[src/rtl/store_pack_buffer_if.sv]
// Store-side and data-memory-side signals of the store pack buffer.
// Optional macro STORE_LD_HAZARD_EN adds the load-hazard lookup signals.
interface store_pack_buffer_if;
  logic        st_valid;
  logic [1:0]  st_type;
  logic [31:0] st_addr;
  logic [31:0] st_wdata;
  logic        st_stall;
  logic        st_misalign;
  logic        mem_req;
  logic [31:0] mem_addr;
  logic [3:0]  mem_be;
  logic [31:0] mem_wdata;
  logic        mem_ack;
`ifdef STORE_LD_HAZARD_EN
  logic        ld_valid;
  logic [31:0] ld_addr;
  logic        ld_hazard;

  modport slave (
    input  st_valid, st_type, st_addr, st_wdata, mem_ack, ld_valid, ld_addr,
    output st_stall, st_misalign, mem_req, mem_addr, mem_be, mem_wdata, ld_hazard
  );
  modport master (
    output st_valid, st_type, st_addr, st_wdata, mem_ack, ld_valid, ld_addr,
    input  st_stall, st_misalign, mem_req, mem_addr, mem_be, mem_wdata, ld_hazard
  );
`else
  modport slave (
    input  st_valid, st_type, st_addr, st_wdata, mem_ack,
    output st_stall, st_misalign, mem_req, mem_addr, mem_be, mem_wdata
  );
  modport master (
    output st_valid, st_type, st_addr, st_wdata, mem_ack,
    input  st_stall, st_misalign, mem_req, mem_addr, mem_be, mem_wdata
  );
`endif
endinterface

[src/rtl/store_pack_buffer.sv]
// Narrows SW/SH/SB stores to byte lanes and queues them in a DEPTH-entry FIFO draining to DM.
// Optional macro STORE_LD_HAZARD_EN adds a load-address hazard check against queued stores.
module store_pack_buffer #(
  parameter int DEPTH = 2
) (
  input logic               clk,
  input logic               reset,
  store_pack_buffer_if.slave bus
);
  localparam int CW = $clog2(DEPTH + 1);
  localparam int PW = (DEPTH > 1) ? $clog2(DEPTH) : 1;

  logic [29:0]   addr_q [DEPTH];
  logic [3:0]    be_q   [DEPTH];
  logic [31:0]   data_q [DEPTH];
  logic [PW-1:0] wr_ptr, rd_ptr;
  logic [CW-1:0] count;
  logic          full, empty, misalign, push, pop;
  logic [3:0]    pk_be;
  logic [31:0]   pk_data;
  logic [1:0]    a;

  function automatic logic [PW-1:0] ptr_inc(input logic [PW-1:0] p);
    return (p == PW'(DEPTH - 1)) ? '0 : p + 1'b1;
  endfunction

  assign a     = bus.st_addr[1:0];
  assign full  = (count == CW'(DEPTH));
  assign empty = (count == '0);

  always_comb begin
    pk_be    = 4'b0000;
    pk_data  = 32'h0;
    misalign = 1'b0;
    case (bus.st_type)
      2'b00: begin
        pk_be    = 4'b1111;
        pk_data  = bus.st_wdata;
        misalign = (a != 2'b00);
      end
      2'b01: begin
        pk_be    = a[1] ? 4'b1100 : 4'b0011;
        pk_data  = {2{bus.st_wdata[15:0]}};
        misalign = a[0];
      end
      2'b10: begin
        pk_be    = 4'b0001 << a;
        pk_data  = {4{bus.st_wdata[7:0]}};
      end
      default: ;
    endcase
  end

  // Stall wins over misalign so a full buffer never reports a drop it did not make.
  assign bus.st_stall    = bus.st_valid && full;
  assign bus.st_misalign = bus.st_valid && !full && misalign;
  assign push = bus.st_valid && !full && !misalign && (bus.st_type != 2'b11);
  assign pop  = !empty && bus.mem_ack;

  always_ff @(posedge clk) begin
    if (reset) begin
      wr_ptr <= '0;
      rd_ptr <= '0;
      count  <= '0;
    end else begin
      if (push) begin
        addr_q[wr_ptr] <= bus.st_addr[31:2];
        be_q[wr_ptr]   <= pk_be;
        data_q[wr_ptr] <= pk_data;
        wr_ptr         <= ptr_inc(wr_ptr);
      end
      if (pop) rd_ptr <= ptr_inc(rd_ptr);
      case ({push, pop})
        2'b10:   count <= count + 1'b1;
        2'b01:   count <= count - 1'b1;
        default: count <= count;
      endcase
    end
  end

  assign bus.mem_req   = !empty;
  assign bus.mem_addr  = empty ? 32'h0 : {addr_q[rd_ptr], 2'b00};
  assign bus.mem_be    = empty ? 4'h0 : be_q[rd_ptr];
  assign bus.mem_wdata = empty ? 32'h0 : data_q[rd_ptr];

`ifdef STORE_LD_HAZARD_EN
  logic [DEPTH-1:0] vld;
  logic             hit;
  logic             unused_ld_low;

  assign unused_ld_low = ^bus.ld_addr[1:0];

  // Push never lands on the head slot while a pop is possible, so set/clear cannot collide.
  always_ff @(posedge clk) begin
    if (reset) begin
      vld <= '0;
    end else begin
      if (pop)  vld[rd_ptr] <= 1'b0;
      if (push) vld[wr_ptr] <= 1'b1;
    end
  end

  always_comb begin
    hit = push && (bus.st_addr[31:2] == bus.ld_addr[31:2]);
    for (int i = 0; i < DEPTH; i++) begin
      if (vld[i] && (addr_q[i] == bus.ld_addr[31:2])) hit = 1'b1;
    end
  end

  assign bus.ld_hazard = bus.ld_valid && hit;
`endif
endmodule

[src/flat_wrapper.sv]
// flat-port wrapper written by rule: the top's interface ports become plain ports
module store_pack_buffer_flat 
#(
  parameter int DEPTH = 2
)
  (clk, reset, bus_st_valid, bus_st_type, bus_st_addr, bus_st_wdata, bus_mem_ack, bus_st_stall, bus_st_misalign, bus_mem_req, bus_mem_addr, bus_mem_be, bus_mem_wdata);
  store_pack_buffer_if bus_i ();
  input logic clk;
  input logic reset;
  input wire logic [$bits(bus_i.st_valid)-1:0] bus_st_valid;
  input wire logic [$bits(bus_i.st_type)-1:0] bus_st_type;
  input wire logic [$bits(bus_i.st_addr)-1:0] bus_st_addr;
  input wire logic [$bits(bus_i.st_wdata)-1:0] bus_st_wdata;
  input wire logic [$bits(bus_i.mem_ack)-1:0] bus_mem_ack;
  output wire logic [$bits(bus_i.st_stall)-1:0] bus_st_stall;
  output wire logic [$bits(bus_i.st_misalign)-1:0] bus_st_misalign;
  output wire logic [$bits(bus_i.mem_req)-1:0] bus_mem_req;
  output wire logic [$bits(bus_i.mem_addr)-1:0] bus_mem_addr;
  output wire logic [$bits(bus_i.mem_be)-1:0] bus_mem_be;
  output wire logic [$bits(bus_i.mem_wdata)-1:0] bus_mem_wdata;
  assign bus_i.st_valid = bus_st_valid;
  assign bus_i.st_type = bus_st_type;
  assign bus_i.st_addr = bus_st_addr;
  assign bus_i.st_wdata = bus_st_wdata;
  assign bus_i.mem_ack = bus_mem_ack;
  assign bus_st_stall = bus_i.st_stall;
  assign bus_st_misalign = bus_i.st_misalign;
  assign bus_mem_req = bus_i.mem_req;
  assign bus_mem_addr = bus_i.mem_addr;
  assign bus_mem_be = bus_i.mem_be;
  assign bus_mem_wdata = bus_i.mem_wdata;
  store_pack_buffer #(.DEPTH(DEPTH)) u_core (.clk(clk), .reset(reset), .bus(bus_i));
endmodule
[config.mk]
export PLATFORM = sky130hd
export DESIGN_NAME = store_pack_buffer_flat
export DESIGN_NICKNAME = d
export VERILOG_FILES = /design/src/rtl/store_pack_buffer_if.sv /design/src/rtl/store_pack_buffer.sv /design/src/flat_wrapper.sv
export SDC_FILE = /design/constraint.sdc
export NUM_CORES = 1
export LEC_CHECK = 0
export BUFFER_PORTS_ARGS = -buffer_cell sky130_fd_sc_hd__buf_2
export CAP_MARGIN = 5
export CORE_ASPECT_RATIO = 1.1
export CORE_MARGIN = 4
export CORE_UTILIZATION = 28
export DETAILED_ROUTE_END_ITERATION = 6
export HOLD_SLACK_MARGIN = 0.02
export PLACE_DENSITY = 0.51
export SYNTH_ARGS = -nofsm -noshare
export SYNTH_HDL_FRONTEND = slang
export SYNTH_SLANG_ARGS = --single-unit
[constraint.sdc]
create_clock -name clk -period 16.2 [get_ports clk]
set_clock_uncertainty 0.2 [all_clocks]
set_input_delay 0.81 -clock clk [delete_from_list [all_inputs] [get_ports clk]]
set_output_delay 0.81 -clock clk [all_outputs]
set_load 0.02 [all_outputs]
# [Yosys cells after proc, flatten, opt, wreduce, memory -nomap -nowiden]
# Memories as Yosys holds them, arrays and structs flattened. A register that Yosys moved wholly into a read port is not among the register bits.
# Cells that the tools add are included.
[totals] register_bits=4 memories=3 word_cells=49 inputBits=70 ram_bits=132 out_inout_bits=71
[classes] n_mux=19 n_shift=1 n_reduce_logical=13 add_sub_neg=4 n_eq_ne=6
[memory_table] name="u_core.data_q" depth=2 width=32 rd=1 rd_ports_with_merged_regs=1 write_ports=1 line_no="store_pack_buffer.sv:15" text="logic [31:0] data_q [DEPTH];"
[memory_table] name="u_core.addr_q" depth=2 width=30 rd=1 rd_ports_with_merged_regs=1 write_ports=1 line_no="store_pack_buffer.sv:13" text="logic [29:0] addr_q [DEPTH];"
[memory_table] name="u_core.be_q" depth=2 width=4 rd=1 rd_ports_with_merged_regs=1 write_ports=1 line_no="store_pack_buffer.sv:14" text="logic [3:0] be_q [DEPTH];"
[op_table] operator="case mux 32 bit (3 select lines)" count=1
[op_table] operator="2-to-1 mux 32 bit" count=2
[op_table] operator="case mux 4 bit (3 select lines)" count=1
[op_table] operator="2-to-1 mux 1 bit" count=11
[op_table] operator="2-to-1 mux 4 bit" count=2
[op_table] operator="== test 2 bit (second input constant)" count=3
[op_table] operator="logical AND 1 bit" count=6
[op_table] operator="== test 2 x 1 -> 1 bit (second input constant)" count=2
[op_table] operator="zero test 2 bit" count=2
[op_table] operator="case mux 2 bit (2 select lines)" count=1
[op_table] operator="nonzero test 2 bit" count=2
[op_table] operator="<< shifter 1 x 2 -> 4 bit (first input constant)" count=1
[op_table] operator="zero test 1 bit" count=3
[op_table] operator="adder 1 bit (second input constant)" count=2
[op_table] operator="adder 2 x 1 -> 2 bit (second input constant)" count=1
[op_table] operator="inequality test 2 bit (second input constant)" count=1
[op_table] operator="case mux 1 bit (2 select lines)" count=1
[op_table] operator="subtractor 2 x 1 -> 2 bit (second input constant)" count=1

# [Longest topological paths before layout]
# Gate-level depths: netlist of the first run.
[logic_depth] word_depth=8 mapped_depth=7 ltp_nobuf=7

# [Worst setup path before layout of the first run]
# Ideal clock, no wire load.
[synth_path] path_kind="input to register" start="input port bus_st_type[1]" end="memory u_core.addr_q[1][0] (enable)" t_required_ns=15.415 stages=4 setup_time_ns=0.585 path_slack_ns=9.285 arrival_time_ns=6.130 n_path_buf=1 cell_sequence="buf_2 > nand2_1 > nand4_2 > nor3b_1"
[synth_between] elab_chain_len=8 elab_cells_between_ends=10 cone_classes="eq/ne: 2; mux: 4; reduce/logical: 4"
[synth_lines] item="start: declaration" line_no="flat_wrapper.sv:11" text="input wire logic [$bits(bus_i.st_type)-1:0] bus_st_type;"
[synth_lines] item="== test 2 x 1 -> 1 bit or zero test 2 bit (tied branches)" line_no="store_pack_buffer.sv:35" text="case (bus.st_type)"
[synth_lines] item="case mux 1 bit (2 select lines)" line_no="store_pack_buffer.sv:35"
[synth_lines] item="zero test 1 bit" line_no="store_pack_buffer.sv:57" text="assign push = bus.st_valid && !full && !misalign && (bus.st_type != 2'b11);"
[synth_lines] item="logical AND 1 bit" line_no="store_pack_buffer.sv:57"
[synth_lines] item="logical AND 1 bit (*)" line_no="store_pack_buffer.sv:57"
[synth_lines] item="2-to-1 mux 1 bit (*)" line_no="store_pack_buffer.sv:66" text="if (push) begin"
[synth_lines] item="2-to-1 mux 1 bit (*)" line_no="store_pack_buffer.sv:61" text="if (reset) begin"
[synth_lines] item="2-to-1 mux 1 bit (implied by the code) (*)" line_no="store_pack_buffer.sv:67" text="addr_q[wr_ptr] <= bus.st_addr[31:2];"
[synth_lines] item="end: declaration" line_no="store_pack_buffer.sv:13"
# Every way passes the cells marked *; elsewhere a longest branch is shown, timed or not.

# [Worst setup path after layout of the first run]
[layout_path] start="input port bus_st_type[0]" end="memory u_core.addr_q[1][8] (enable)"
# The elaborated chain is that of the path after synthesis.

==> results of run 1 <==
where the power goes:
part           leakage, nW  internal, mW  switching [mW]
combinational         1.25         0.116           0.234
clock                0.267         0.223           0.138
sequential            1.25         0.411          0.0159
stage by stage:
stage | area, um^2 | setup WS, ns
3_3_place_gp | 6660 | 12.18
5_1_grt | 7220 | 12.30
6_report | 7220 | 12.56
2_1_floorplan | 5740 | 9.28
3_5_place_dp | 6660 | 12.02
4_1_cts | 7220 | 12.47
sequential cells by signal, indices dropped and copies added, names as in the netlist, named ones only:
name and count:
u_core.addr_q 60, u_core.be_q 8, u_core.count 2, u_core.data_q 64, u_core.rd_ptr 1, u_core.wr_ptr 1
worst paths after layout:
path	startpoint	endpoint	cells past startpoint
worst max-delay path	bus_st_type[0]	u_core.addr_q[1][8]	6
worst min-delay path	u_core.rd_ptr	u_core.rd_ptr	2
worst max register to register	u_core.count[0]	u_core.addr_q[1][8]	4
worst min register to register	u_core.rd_ptr	u_core.rd_ptr	2
per-layer routing:
| metal | part of all wire | up-vias | track usage |
|---|---|---|---|
| met1 | 0.44 | 1610 | 0.147 |
| met3 | 0.055 | 21 | 0.0320 |
| met5 | 0.00097 | - | 0 |
| met4 | 0.025 | 2 | 0.0502 |
| met2 | 0.48 | 116 | 0.190 |
| li1 | - | 1704 | - |
cell type report:
| type | instances | area, um^2 |
|---|---|---|
| Fill cell | 1959 | 12800 |
| Sequential cell | 137 | 4070 |
| Multi-Input combinational cell | 224 | 1510 |
| Timing Repair Buffer | 143 | 728 |
| Clock buffer | 17 | 425 |
| Tap cell | 252 | 315 |
| Clock inverter | 15 | 135 |
| Inverter | 11 | 41.3 |
cells in the mapped netlist, drive strengths merged:
cell type / count / share of area
nor3: 1 / 0.00087
conb: 1 / 0.00065
dfxtp: 5 / 0.017
mux2i: 82 / 0.14
and2: 9 / 0.0098
o21bai: 1 / 0.0020
a21oi: 2 / 0.0017
clkbuf: 3 / 0.0020
inv: 11 / 0.0072
nor2: 74 / 0.048
buf: 21 / 0.022
a21o: 2 / 0.0026
edfxtp: 132 / 0.69
xnor2: 2 / 0.0031
nor3b: 1 / 0.0013
mux2: 1 / 0.0020
xor2: 1 / 0.0015
nand4: 1 / 0.0022
nand2b: 1 / 0.0011
nand2: 11 / 0.0072
o2bb2ai: 1 / 0.0015
ha: 1 / 0.0022
or3: 1 / 0.0011
o21ai: 26 / 0.023
nor2b: 4 / 0.0044
kinds of logic (layout without fill, tap and decap cells):
| kind of cell | Yosys count | in the layout | synth area share |
|---|---|---|---|
| buf+inv | 35 | 186 | 0.0314 |
| flops | 137 | 137 | 0.709 |
| compound gates | 32 | 32 | 0.0306 |
| mux | 83 | 83 | 0.145 |
| xor+xnor | 3 | 3 | 0.00458 |
| fa+ha+maj | 1 | 1 | 0.00218 |
| other cells | 1 | 2 | 0.000654 |
| simple gates | 103 | 103 | 0.0764 |
critical path, stage by stage:
cell,delay [ns]
buf_2,0.46
nor2b_1,0.17
o21bai_2,0.17
nand4_2,0.18
nor3b_2,0.88
buf_4,0.73
==> run_results.csv, run 1 <==
group,metric,value,unit
outcome,outcome,"finished, final reports clean",
cts,post-cts-setup-buffers,0,
timing,rsz_0062_raised_after_global_routing,"false",
setup_path,worst-endpoint-required,16.04,ns
timing,hold_viol_final,0,
grt,grt-ovfl-total,0,
setup_path,rrSetupSlack,13.13,ns
cts,insertion_delay,0.41,ns
route,drt_first_pass_iters,4,
final_layout,area.growth.synth_to_final,26.0,%
route,post_drt_via_cell_ratio,4.32,
synthesis,syn_area,5730,um^2
power,vdd_ir_drop_max,0.0718,mV
cts,clk_transition_reported_paths,0.06,ns
cts,cts_root_buffer,"clkbuf_16",
setup_path,setup.worst_path.class,"primary input to flop",
cts,htree_num_levels,4,
final_layout,mostFrequentLayoutCell,"buf_2",
route,via_count,3453,
cts,clock_tree.buffer_depth,2,
timing,min_period_over_period,0.224,
timing,final_period_minus_worst_setup_slack,3.64,ns
final_layout,stdcell_count,799,
grt,number_of_global_route_vias_before_repair,3567,
route,route.final.wire_length,13400,um
synthesis,synth_seq_cells,137,
floorplan,initial_utilization,0.287,
final_layout,final_layout_size_suffix_gt1_frac,0.325,
cts,hold_buffer_count_at_cts,0,
setup_path,timing.critical_path.to_type,"flop",
floorplan,design.core.area,20000,um^2
timing,final-setup-viol-count,0,
cts,cts-buffers-inserted,17,
synthesis,syn-instance-count,395,
floorplan,num_rows,54,
floorplan,die-area,22800,um^2
synthesis,ys_types,29,
grt,largest_net_degree_at_the_start_of_global_routing,58,
setup_path,worst_path_maximum_fanout,54,
timing,drv_slew,0,
power,power.density_cell_area,157,nW/um^2
grt,antenna_found_initial,1,
power,total_power,1.14,mW
timing,timing.setup.tns,0,ns
min_path,path_category_of_the_worst_min_delay_check,"flop to flop",
timing,finalHoldWorstSlack,0.316,ns
placed_design,placed_insts,767,
floorplan,die_x,144,um
floorplan,chip_height,158,um
floorplan,io_pins,141,
final_layout,most-common-layout-cells,"138 x buf_2, 132 x edfxtp_1, 82 x mux2i_1",
setup_path,cp_arrival,3.48,ns
final_layout,insertedDiodeCount,0,
route,detail_route.wl_per_cell,16.8,um
final_layout,final_util,0.361,
setup_path,worst_setup_path_start_kind,"primary input",
route,ant_nets,0,
cts,cts_resized,0,
synthesis,syn_area_per_cell,14.5,um^2
placed_design,place.gp.congestion,0.727,
placed_design,buffer_ports.inserted,138,
grt,grt_first_pass_wirelength,19700,um
grt,globalRouteTotalUtil,0.117,
placed_design,place.detailed.hpwl,9440,um
route,initialDrtViolationCount,154,
cts,tritoncts_num_sinks,137,
timing,maxSlewHeadroom,0.294,
run,number_of_maximum_capacitance_violations,0,
final_layout,final_nets,605,
power,cellLeakagePower,2.77,nW
synthesis,ys.warnings.count,0,
timing,max_freq,275,MHz
cts,clock_tree_from_tritoncts,"done",
synthesis,seq_area_frac_synth,0.709,
route,post-route-drc-count,0,
timing,worst_margin_pin_slew,1.05,ns
Note: power is estimated with default switching activity, not from simulation.
==> inputs of run 2 (changes only) <==
==> constraint.sdc (replaced) <==
create_clock -name clk -period 3.5 [get_ports clk]
set_clock_uncertainty 0.2 [all_clocks]
set_input_delay 0.175 -clock clk [delete_from_list [all_inputs] [get_ports clk]]
set_output_delay 0.175 -clock clk [all_outputs]
set_load 0.02 [all_outputs]
==> run 2 against run 1 <==
Net effect:
- register-to-register slack worse by 12 ns
- final cell count rose by 7.4%
- highest routed layer is now met4
- sequential power rose to 4.7 times the previous value
- design area increased by 9.1%
- worst hold slack lost 0.26 ns
- count of clock-buffer cells in the layout up 1
- utilization rose by 3.3 points
- combinational power increased to 4.7 times the previous value
- wire length increased by 5.6%
- clock power grew to 4.8 times the previous value
- critical path depth decreased by 2
- critical endpoint is now bus_mem_addr[14]
- non-clock buffer count up 59
- critical path type is now flop to primary output
==> run_results.csv, run 2 (synthesis gave the netlist of run 1 again) <==
group,metric,value,unit
route,route.top_layer_used,"met4",
power,power.density_cell_area,683,nW/um^2
final_layout,multi_input_comb_area,1520,um^2
cts,htree_num_levels,4,
final_layout,top_register,"u_core.data_q",
grt,largest_net_degree_at_the_start_of_global_routing,67,
cts,clk_transition_reported_paths,0.06,ns
placed_design,buffer_ports.inserted,138,
route,route.met3.wl,828,um
final_layout,final-seq-area,4070,um^2
setup_path,worst-endpoint-required,3.12,ns
setup_path,setup.worst_path.class,"flop to primary output",
timing,worst_margin_pin_slew,0.756,ns
floorplan,die-area,22800,um^2
route,via_count,3780,
setup_path,rrSetupSlack,1.17,ns
timing,min_period_over_period,0.726,
setup_path,timing.critical_path.to_type,"primary output",
cts,cts-buffers-inserted,17,
setup_path,rr_worst_depth,4,
final_layout,filler_cell_count,1886,
final_layout,insertedDiodeCount,0,
outcome,outcome,"finished, final reports clean",
floorplan,chip_height,158,um
route,ant_nets,0,
floorplan,design.core.area,20000,um^2
route,route.final.wire_length,14200,um
setup_path,timing.critical_path.to,"bus_mem_addr[14]",
timing,max_freq,394,MHz
route,initialDrtViolationCount,205,
route,wl_met2,6600,um
route,detail_route.wl_per_cell,16.5,um
timing,final_period_minus_worst_setup_slack,2.54,ns
cts,clock_tree_from_tritoncts,"done",
floorplan,num_rows,54,
final_layout,mostFrequentLayoutCell,"buf_2",
cts,tritoncts_num_sinks,137,
grt,antenna_found_initial,0,
timing,maxSlewHeadroom,0.496,
final_layout,area.growth.synth_to_final,37.4,%
timing,drv_slew,0,
route,post-route-drc-count,0,
final_layout,final_layout_size_suffix_gt1_frac,0.300,
cts,clock_tree.buffer_depth,2,
route,post_drt_via_cell_ratio,4.41,
grt,globalRouteTotalUtil,0.123,
timing,final-setup-viol-count,0,
cts,cts_root_buffer,"clkbuf_16",
power,vdd_ir_drop_max,0.345,mV
floorplan,initial_utilization,0.287,
setup_path,cp_arrival,2.17,ns
setup_path,r2r_end,"u_core.data_q[0][2]",
final_layout,most-common-layout-cells,"138 x buf_2, 132 x edfxtp_1, 82 x mux2i_1",
timing,finalHoldWorstSlack,0.0531,ns
final_layout,largest_registers,"u_core.data_q: 64 flops, u_core.addr_q: 60 flops, u_core.be_q: 8 flops",
floorplan,io_pins,141,
setup_path,worst_path_maximum_fanout,36,
setup_path,timing.rr.start,"u_core.count[0]",
final_layout,largest_register_ffs,64,
timing,rsz_0062_raised_after_global_routing,"false",
cts,post-cts-setup-buffers,0,
run,number_of_maximum_capacitance_violations,0,
min_path,path_category_of_the_worst_min_delay_check,"primary input to flop",
route,drt_first_pass_iters,4,
grt,grt_first_pass_wirelength,21000,um
cts,insertion_delay,0.41,ns
grt,number_of_global_route_vias_before_repair,3861,
min_path,min_delay_path_depth,3,
floorplan,die_x,144,um
timing,timing.setup.tns,0,ns
timing,hold_viol_final,0,
placed_design,place.gp.congestion,0.774,
grt,grt-ovfl-total,0,
placed_design,place.detailed.hpwl,9570,um
setup_path,worst_setup_path_start_kind,"flop",
power,cellLeakagePower,3.04,nW
route,drt-met1-wl,6550,um
final_layout,final_nets,664,
## run 2: changes by cell type in the layout (fill, tap and decap cells not counted), sizes merged
cell         previous run  this run
buf                   143       145
clkbuf                 17        18
clkinv                  9         8
clkinvlp                4         3
dlygate4sd3             0        57
inv                    11        12
## run 2: routing by layer
| metal | up-vias | track usage |
|---|---|---|
| li1 | 1818 | - |
| met1 | 1815 | 0.163 |
| met2 | 132 | 0.193 |
| met3 | 15 | 0.0387 |
| met4 | 0 | 0.0409 |
| met5 | - | 0 |
## run 2: how the worst min path moves through the flow
stage / from / end / slack (ns)
finish: bus_st_wdata[16] / u_core.data_q[1][16] / 0.05
CTS: bus_st_wdata[14] / u_core.data_q[1][14] / 0.03
detailed placement: bus_st_addr[6] / u_core.addr_q[1][4] / 0.17
global route: bus_st_wdata[14] / u_core.data_q[0][14] / 0.05
floorplan: bus_st_addr[2] / u_core.addr_q[0][0] / 0.07
global placement: bus_st_addr[22] / u_core.addr_q[1][20] / 0.17
## run 2: what timing repair did
| item | 4_1_cts | 5_1_grt |
|---|---|---|
| hold buffers | 57 | 0 |
| resized for setup | 0 | 0 |
| hold endpoints to repair | 119 | 0 |
## run 2: worst max-delay path, stage by stage, from the launching register on
cell and delay (ns):
dfxtp_4 0.76, buf_4 0.44, mux2i_1 0.24, nor2_1 0.07, buf_2 0.20
## run 2: final cells by class
cell class	count	share of cell area
multi-input cells	224	0.193
well taps	252	0.0400
inverters	11	0.00524
clock buffers	18	0.0545
clock inverters	14	0.0191
repair buffers	202	0.172
flip-flops and latches	137	0.516
## run 2: per-stage QoR
stage | util | power, mW | instances | setup WS [ns] | instance area, um^2
global route | 0.394 | 5.68 | 858 | 0.811 | 7880
detailed placement | 0.336 | 3.69 | 769 | 0.894 | 6730
CTS | 0.394 | 5.49 | 858 | 0.895 | 7880
global placement | 0.336 | 3.68 | 769 | 0.975 | 6730
finish | 0.394 | 5.38 | 858 | 0.959 | 7880
floorplan | - | 3.11 | 396 | 0.380 | 5760
## run 2: power by group
group / internal, mW / switching [mW]
Sequential: 1.90 / 0.105
Clock: 1.05 / 0.671
Combinational: 0.595 / 1.06
Total: 3.54 / 1.84
==> inputs of run 3 (changes only) <==
--- a/config.mk
+++ b/config.mk
@@ -12,7 +12,7 @@
 export CORE_UTILIZATION = 28
 export DETAILED_ROUTE_END_ITERATION = 6
 export HOLD_SLACK_MARGIN = 0.02
-export PLACE_DENSITY = 0.51
+export PLACE_DENSITY = 0.53
 export SYNTH_ARGS = -nofsm -noshare
 export SYNTH_HDL_FRONTEND = slang
 export SYNTH_SLANG_ARGS = --single-unit
==> constraint.sdc (replaced) <==
create_clock -name clk -period 2.3 [get_ports clk]
set_clock_uncertainty 0.2 [all_clocks]
set_input_delay 0.115 -clock clk [delete_from_list [all_inputs] [get_ports clk]]
set_output_delay 0.115 -clock clk [all_outputs]
set_load 0.02 [all_outputs]
==> run 3 against run 2 <==
Net effect:
- wire length rose by 0.54%
- register-to-register slack got worse by 0.76 ns
- via count rose by 0.69%
- combinational power rose by 60%
==> run_results.csv, run 3 (synthesis gave the netlist of run 1 again) <==
group,metric,value,unit
route,post_drt_via_cell_ratio,4.37,
cts,clock_tree_from_tritoncts,"done",
timing,worst_margin_pin_slew,0.534,ns
setup_path,rr_worst_depth,6,
setup_path,max_stage_delay,0.53,ns
route,initialDrtViolationCount,167,
route,route.final.wire_length,14200,um
setup_path,worst_setup_path_start_kind,"primary input",
final_layout,top_register,"u_core.data_q",
cts,tritoncts_num_sinks,137,
route,drt_first_pass_iters,4,
setup_path,setup.worst_path.class,"primary input to flop",
timing,final-setup-viol-count,0,
setup_path,rrSetupSlack,0.41,ns
setup_path,timing.critical_path.to_type,"flop",
floorplan,io_pins,141,
final_layout,final_layout_size_suffix_gt1_frac,0.296,
min_path,hold_start,"bus_st_wdata[13]",
floorplan,initial_utilization,0.287,
timing,final_period_minus_worst_setup_slack,2.13,ns
power,vdd_ir_drop_max,0.833,mV
route,via_count,3806,
setup_path,worstPathCellList,"dlygate4sd3_1 -> buf_2 -> nor2b_1 -> o21bai_2 -> nand4_4 -> nor3b_4 -> buf_12",
placed_design,buffer_ports.inserted,138,
cts,post-cts-setup-buffers,0,
power,total_power,8.19,mW
final_layout,multi_input_comb_area,1540,um^2
timing,rsz_0062_raised_after_global_routing,"false",
grt,globalRouteTotalUtil,0.124,
timing,max_freq,469,MHz
cts,clock_tree.buffer_depth,2,
placed_design,place.gp.congestion,0.775,
final_layout,area.growth.synth_to_final,39.8,%
final_layout,most-common-layout-cells,"138 x buf_2, 132 x edfxtp_1, 82 x mux2i_1",
floorplan,design.core.area,20000,um^2
route,post-route-drc-count,0,
timing,hold_viol_final,0,
route,detail_route.wl_per_cell,16.4,um
min_path,path_category_of_the_worst_min_delay_check,"primary input to flop",
grt,number_of_global_route_vias_before_repair,3928,
final_layout,largest_register_ffs,64,
final_layout,final-seq-area,4070,um^2
floorplan,chip_height,158,um
final_layout,mostFrequentLayoutCell,"buf_2",
grt,grt-ovfl-total,0,
outcome,outcome,"finished, final reports clean",
power,cellLeakagePower,3.10,nW
cts,cts-buffers-inserted,17,
floorplan,die_x,144,um
setup_path,timing.rr.start,"u_core.count[1]",
grt,largest_net_degree_at_the_start_of_global_routing,67,
grt,antenna_found_initial,0,
cts,insertion_delay,0.42,ns
final_layout,final_nets,676,
setup_path,crit_path_start,"bus_st_addr[1]",
timing,maxSlewHeadroom,0.643,
grt,grt_first_pass_wirelength,21100,um
timing,min_period_over_period,0.927,
placed_design,place.detailed.hpwl,9910,um
setup_path,critical_path.slowest_cell,"dlygate4sd3_1",
cts,clk_transition_reported_paths,0.06,ns
floorplan,die-area,22800,um^2
cts,htree_num_levels,4,
setup_path,worst_path_maximum_fanout,33,
run,number_of_maximum_capacitance_violations,0,
cts,cts_root_buffer,"clkbuf_16",
final_layout,filler_cell_count,1948,
route,ant_nets,0,
floorplan,num_rows,54,
setup_path,cp_arrival,2.03,ns
timing,drv_slew,0,
final_layout,final_util,0.401,
power,power.density_cell_area,1020,nW/um^2
setup_path,timing.critical_path.to,"u_core.addr_q[1][9]",
final_layout,insertedDiodeCount,0,
setup_path,worst-endpoint-required,2.20,ns
final_layout,largest_registers,"u_core.data_q: 64 flops, u_core.addr_q: 60 flops, u_core.be_q: 8 flops",
-- run 3: changes by cell type in the layout (fill, tap and decap cells not counted), sizes merged --
cell,previous run,this run
buf,145,149
dlygate4sd3,57,65
inv,12,13
clkinvlp,3,2
-- run 3: critical path: cells and delay by family --
family,cells,cell delay [ns]
AO/OA/AOI/OAI,1,0.23
buffers and inverters,3,0.94
AND/OR/NAND/NOR,3,0.72
-- run 3: cell type report --
type	count	share of cell area
sequential	137	0.508
inverter	11	0.00515
clock inverter	14	0.0162
tap	252	0.0394
multi-input combinational	224	0.192
clock buffer	18	0.0536
timing repair buffer	214	0.186
-- run 3: routing by layer --
layer,global-route usage,up-vias,share of wire
li1,-,1845,-
met1,0.160,1802,0.45
met2,0.201,138,0.48
met3,0.0314,21,0.054
met4,0.0484,0,0.020
met5,0,-,0
-- run 3: repair_timing --
action / in CTS / in global routing
hold endpoints to repair: 131 / 0
hold buffers: 65 / 0
resized for setup: 0 / 1
setup endpoints to repair: 0 / 27
-- run 3: stage by stage --
stage	cells	hold slack, ns	setup slack [ns]	cell area, um^2	TNS, ns
final	870	0.0179	0.168	8010	0
after global routing	870	0.0406	0.0858	8010	0
after CTS	870	0.0370	0.0574	8010	0
after detailed placement	773	0.107	0.218	6800	0
after global placement	773	0.106	0.249	6800	0
after floorplan	396	0.0139	-0.703	5780	-81.46
-- run 3: how the worst min path moves through the flow --
stage	to	slack, ns	cells past startpoint
after floorplan	u_core.addr_q[0][0]	0.01	0
after global placement	u_core.addr_q[1][29]	0.11	1
after detailed placement	u_core.addr_q[1][14]	0.11	1
after CTS	u_core.data_q[0][13]	0.04	3
after global routing	u_core.data_q[1][13]	0.04	3
final	u_core.data_q[0][13]	0.02	3
-- run 3: power breakdown --
| part | switching, mW | internal (mW) | leakage [nW] |
|---|---|---|---|
| registers | 0.0982 | 2.89 | 1.25 |
| logic | 1.69 | 0.959 | 1.58 |
| clock network | 0.973 | 1.58 | 0.268 |
